### src/rtl/tick_gen_prog.sv
`default_nettype none
// ============================================================================
//  Module   : tick_gen_prog
//  Purpose  : Programmable clock-enable tick source. The period register can
//             be reloaded at run time. Periodic and one-shot modes,
//             start/retrigger, and a count-enable pause are supported. A
//             single counter is used per instance.
//
//  Parameters
//    WIDTH       period / counter width in bits
//    RST_PERIOD  period register value after reset (must fit in WIDTH bits)
//    AUTO_START  1: reset into RUN, 0: reset into IDLE
//
//  Ports
//    clk         rising-edge clock
//    rst         synchronous active-high reset
//    en          count enable; when low the counter holds and tick is 0
//    mode        0 = periodic, 1 = one-shot (sampled on the tick edge)
//    start       single-cycle start / retrigger request
//    load        single-cycle write of period_in into the period register
//    period_in   new period in clk cycles
//    tick        one-cycle pulse at the terminal count
//    busy        high while in RUN
//    period_out  current period register
//    tick_cnt    (only with TICK_GEN_TICK_CNT_EN defined) saturating count of
//                emitted ticks; cleared by rst or load
//
//  Build option
//    `define TICK_GEN_TICK_CNT_EN to add the tick_cnt output and its register.
//
//  Revision : 1.0  initial release
// ============================================================================
module tick_gen_prog #(
    parameter int WIDTH      = 19,
    parameter int RST_PERIOD = 500000,
    parameter bit AUTO_START = 1'b1
) (
    input  logic             clk,
    input  logic             rst,
    input  logic             en,
    input  logic             mode,
    input  logic             start,
    input  logic             load,
    input  logic [WIDTH-1:0] period_in,
    output logic             tick,
    output logic             busy,
    output logic [WIDTH-1:0] period_out
`ifdef TICK_GEN_TICK_CNT_EN
    ,
    output logic [15:0]      tick_cnt
`endif
);

    typedef enum logic [0:0] {
        S_IDLE = 1'b0,
        S_RUN  = 1'b1
    } state_t;

    localparam logic [WIDTH-1:0] c_rst_period = WIDTH'(RST_PERIOD);
    localparam logic [WIDTH-1:0] c_one        = WIDTH'(1);
    localparam state_t           c_rst_state  = AUTO_START ? S_RUN : S_IDLE;

    state_t           r_state;
    logic [WIDTH-1:0] r_period;
    logic [WIDTH-1:0] r_count;

    logic [WIDTH-1:0] w_term;
    logic             w_tick;

    // Periods 0 and 1 both collapse to a terminal count of 0, so the block
    // ticks on every enabled cycle instead of never reaching the terminal.
    assign w_term = (r_period <= c_one) ? '0 : (r_period - c_one);
    assign w_tick = (r_state == S_RUN) && en && (r_count == w_term);

    // Priority chain: reset, load, start, tick, count. Every branch that
    // touches the period or the run state clears the counter, which keeps
    // the counter at 0 in IDLE and avoids wrapping past a shrunken period.
    always_ff @(posedge clk) begin
        if (rst) begin
            r_state  <= c_rst_state;
            r_count  <= '0;
            r_period <= c_rst_period;
        end else if (load) begin
            // A simultaneous start is ignored on this edge.
            r_period <= period_in;
            r_count  <= '0;
        end else if (start) begin
            r_state  <= S_RUN;
            r_count  <= '0;
        end else if (w_tick) begin
            r_count  <= '0;
            if (mode) begin
                r_state <= S_IDLE;
            end
        end else if ((r_state == S_RUN) && en) begin
            r_count  <= r_count + c_one;
        end
    end

    assign tick       = w_tick;
    assign busy       = (r_state == S_RUN);
    assign period_out = r_period;

`ifdef TICK_GEN_TICK_CNT_EN
    logic [15:0] r_tick_cnt;

    // Counts edges on which a tick is emitted, sticking at all-ones.
    always_ff @(posedge clk) begin
        if (rst || load) begin
            r_tick_cnt <= '0;
        end else if (w_tick && (r_tick_cnt != 16'hFFFF)) begin
            r_tick_cnt <= r_tick_cnt + 16'd1;
        end
    end

    assign tick_cnt = r_tick_cnt;
`endif

endmodule
`default_nettype wire

### config.mk
export PLATFORM = sky130hd
export DESIGN_NAME = tick_gen_prog
export DESIGN_NICKNAME = d
export VERILOG_FILES = /design/src/rtl/tick_gen_prog.sv
export SDC_FILE = /design/constraint.sdc
export NUM_CORES = 1
export LEC_CHECK = 0
export ABC_AREA = 1
export CORE_ASPECT_RATIO = 1.25
export CORE_MARGIN = 5
export CORE_UTILIZATION = 36
export DETAILED_ROUTE_END_ITERATION = 8
export DONT_BUFFER_PORTS = 1
export GPL_ROUTABILITY_DRIVEN = 0
export PLACE_DENSITY = 0.5
export SLEW_MARGIN = 20
export SYNTH_ARGS = -nofsm -noshare
export SYNTH_HDL_FRONTEND = slang
export SYNTH_SLANG_ARGS = --single-unit
### constraint.sdc
create_clock -name clk -period 3.3 [get_ports clk]
set_clock_uncertainty 0.1 [all_clocks]
set_input_delay 0.165 -clock clk [delete_from_list [all_inputs] [get_ports clk]]
set_output_delay 0.165 -clock clk [all_outputs]
set_load 0.05 [all_outputs]
==> impl_metrics.tcl <==
set metrics [dict create \
    vias_per_cell 4.90 \
    initial_core_util_pct 36.5 \
    r2r_slack_ps 250 \
    grt_use_total_pct 17.8 \
    syn_avg_cell_area_um2 6.61 \
    die-area_um2 9700 \
    cts_max_level 2 \
    synth_top_area_share_pct 27.7 \
    rsz0062_at_grt "false" \
    finalSetupTns_ps 0 \
    grt_overflow 0 \
    end_kind "flop" \
    clockRootBuffer "clkbuf_8" \
    yosys.area.top_type "dfxtp_1" \
    post-route-period-util_pct 92.3 \
    peakVddDrop_mv 0.187 \
    ios 46 \
    tightest_slew_ps 678 \
    syn_inst 426 \
    numClockSinks 39 \
    grt_max_degree 24 \
    slew_headroom_pct 54.8 \
    min_path_type "in -> reg" \
    netlist_area_um2 2820 \
    syn_to_final_growth_pct 18.8 \
    cts.clk_slew.worst_paths_ps 80 \
    vias 2761 \
    cp_data_arrival_time_ps 3140 \
    reg2reg_to "busy$_SDFFE_PP1P_" \
    period_needed_ps 3050 \
    critPathLaunch "period_out[0]$_SDFFE_PP0P_" \
    final_area_um2 3350 \
    tritoncts "built" \
    ant_nets 0 \
    cp.required_ps 3390 \
    drc 0 \
    cap_violations 0 \
    drive_gt1_share_pct 14.7 \
    fin_nets 496 \
    whs_ps 158 \
    ff2ff_path_depth 18 \
    power_leakage_nw 1.45 \
    antenna_found_initial 0 \
    yosys.cell_types.count 28 \
    final-setup-viol-count 0 \
    wl_per_cell_um 14.1 \
    power.density_nw_per_um2 344 \
    cts_inserted_buffers 5 \
    die_h_um 109 \
    crit_path_end "busy$_SDFFE_PP1P_" \
    io_buffers 0 \
    yosysWarnings 0 \
    regToRegStartpoint "period_out[0]$_SDFFE_PP0P_" \
    clk_path_buf_depth 2 \
    grt_pass1_vias 2787 \
    startpoint_type "flop" \
    placed_area_um2 3020 \
    status "finished, final reports clean" \
    synth.area.top_cells "dfxtp_1 (28%), nand2_1 (14%), nor2_1 (8.1%)" \
    final_max_slew_viol_count 0 \
    die_width_um 89.1 \
    worstPathMaxFanout 5 \
    drtPass1Iterations 4 \
    wl_um 7940 \
    grt_first_pass_wirelength_um 13400 \
    yosysSeqAreaShare_pct 27.7 \
    rows 36 \
    dp_hpwl_um 6190 \
    fmax_ghz 0.328 \
    drt_iter0_markers 166 \
    core-area_um2 7700 \
    clkLatencyLatePin_ps 300 \
    critical_path_class "reg -> reg" \
    syn-num-nets 454 \
    finalHoldViolations 0 \
    synth_seq_cells 39 \
    post_cts_buffers 0 \
    diodes 0 \
]
## power by group
part / internal [W] / total, W / switching (W)
Combinational: 0.0000996 / 0.000299 / 0.000200
Sequential: 0.000487 / 0.000509 / 0.0000218
Clock: 0.000164 / 0.000341 / 0.000177
Total: 0.000751 / 0.00115 / 0.000399
## cell families after synthesis
family	Yosys count	share of synthesized area (%)
adder cells (fa/ha/maj)	3	1.33
multiplexers	1	0.356
XOR/XNOR	24	7.47
AND/OR/NAND/NOR	251	45.1
flip-flops	39	27.7
buffers and inverters	62	9.64
AO/OA/AOI/OAI	46	8.36
## worst min-delay path by stage
stage,startpoint,to,slack [ps],depth (start not counted)
2_1_floorplan,start,busy$_SDFFE_PP1P_,190,2
3_3_place_gp,rst,busy$_SDFFE_PP1P_,170,2
3_5_place_dp,rst,busy$_SDFFE_PP1P_,170,2
4_1_cts,rst,period_out[7]$_SDFFE_PP0P_,150,3
5_1_grt,rst,period_out[6]$_SDFFE_PP0P_,200,3
6_report,rst,period_out[6]$_SDFFE_PP0P_,160,3
## final cells by class
class,count,area (um2)
Timing Repair Buffer,45,395
Sequential cell,39,781
Multi-Input combinational cell,325,1770
Clock buffer,6,82.6
Fill cell,814,4360
Inverter,52,198
Clock inverter,1,5.00
Tap cell,95,119
## cell usage in the layout (no fill, tap or decap), types with 3 or more instances in the layout
| cell type | count |
|---|---|
| o21ai_0 | 26 |
| a21oi_1 | 18 |
| nor2_1 | 60 |
| nor2_4 | 13 |
| ha_1 | 3 |
| nand3_1 | 28 |
| dlygate4sd3_1 | 23 |
| dfxtp_1 | 39 |
| nand4_1 | 10 |
| nand3_2 | 5 |
| clkbuf_8 | 6 |
| nor4_1 | 3 |
| inv_1 | 50 |
| buf_4 | 22 |
| nor3_1 | 7 |
| nor2_2 | 8 |
| xor2_1 | 24 |
| nand2_1 | 104 |
| nand2_2 | 4 |
## per-layer routing
layer  GRT usage [%]  routed length [um]  share of wire (%)  vias up
li1                -                   -                  -     1439
met1            20.8                3360                 42     1239
met2            31.5                3990                 50       69
met3            3.70                 370                4.7       14
met4            6.81                 223                2.8        0
met5               0                   0                  0        -
## sequential cells by signal, summed over array words and instances, names as in the netlist
register	cells
period_out	19
busy	1
r_count	19
## through the flow
step	setup slack (ps)	utilization, %	power [W]	std cells
floorplan	439	-	0.000728	426
global placement	524	39.2	0.000796	533
detailed placement	409	39.2	0.000794	533
CTS	178	43.4	0.00116	563
global route	0.600	43.4	0.00121	563
finish	255	43.4	0.00115	563
## critical path: stages, from the launching register on
cell	delay, ps
dfxtp_1	360
inv_2	120
ha_1	310
nand2_1	180
nor2_2	230
nand2_1	70
nand2_1	130
nand3_1	100
nand2_1	90
nand2_1	60
nor2_1	110
nand2_1	70
nor2_2	90
nand3_2	120
nand2_1	100
nand2_1	50
nand2_1	50
nand2_1	40
dlygate4sd3_1	540
## Yosys cell counts, drive strengths merged
cell	instances
dfxtp	39
nand4	11
a21oi	18
nand2	110
o21ai	26
xor2	24
nand3b	3
ha	3
mux2i	1
o21bai	2
nor3	7
nor2	82
nor4	3
inv	52
buf	4
nand3	35
clkbuf	6
## what timing repair did
action / in CTS / in global routing
endpoints found under the hold margin: 20 / 0
resized for setup: 0 / 3
setup endpoints to repair: 0 / 1
hold buffers: 23 / 0
No activity file was read; power rests on OpenSTA's default activity.
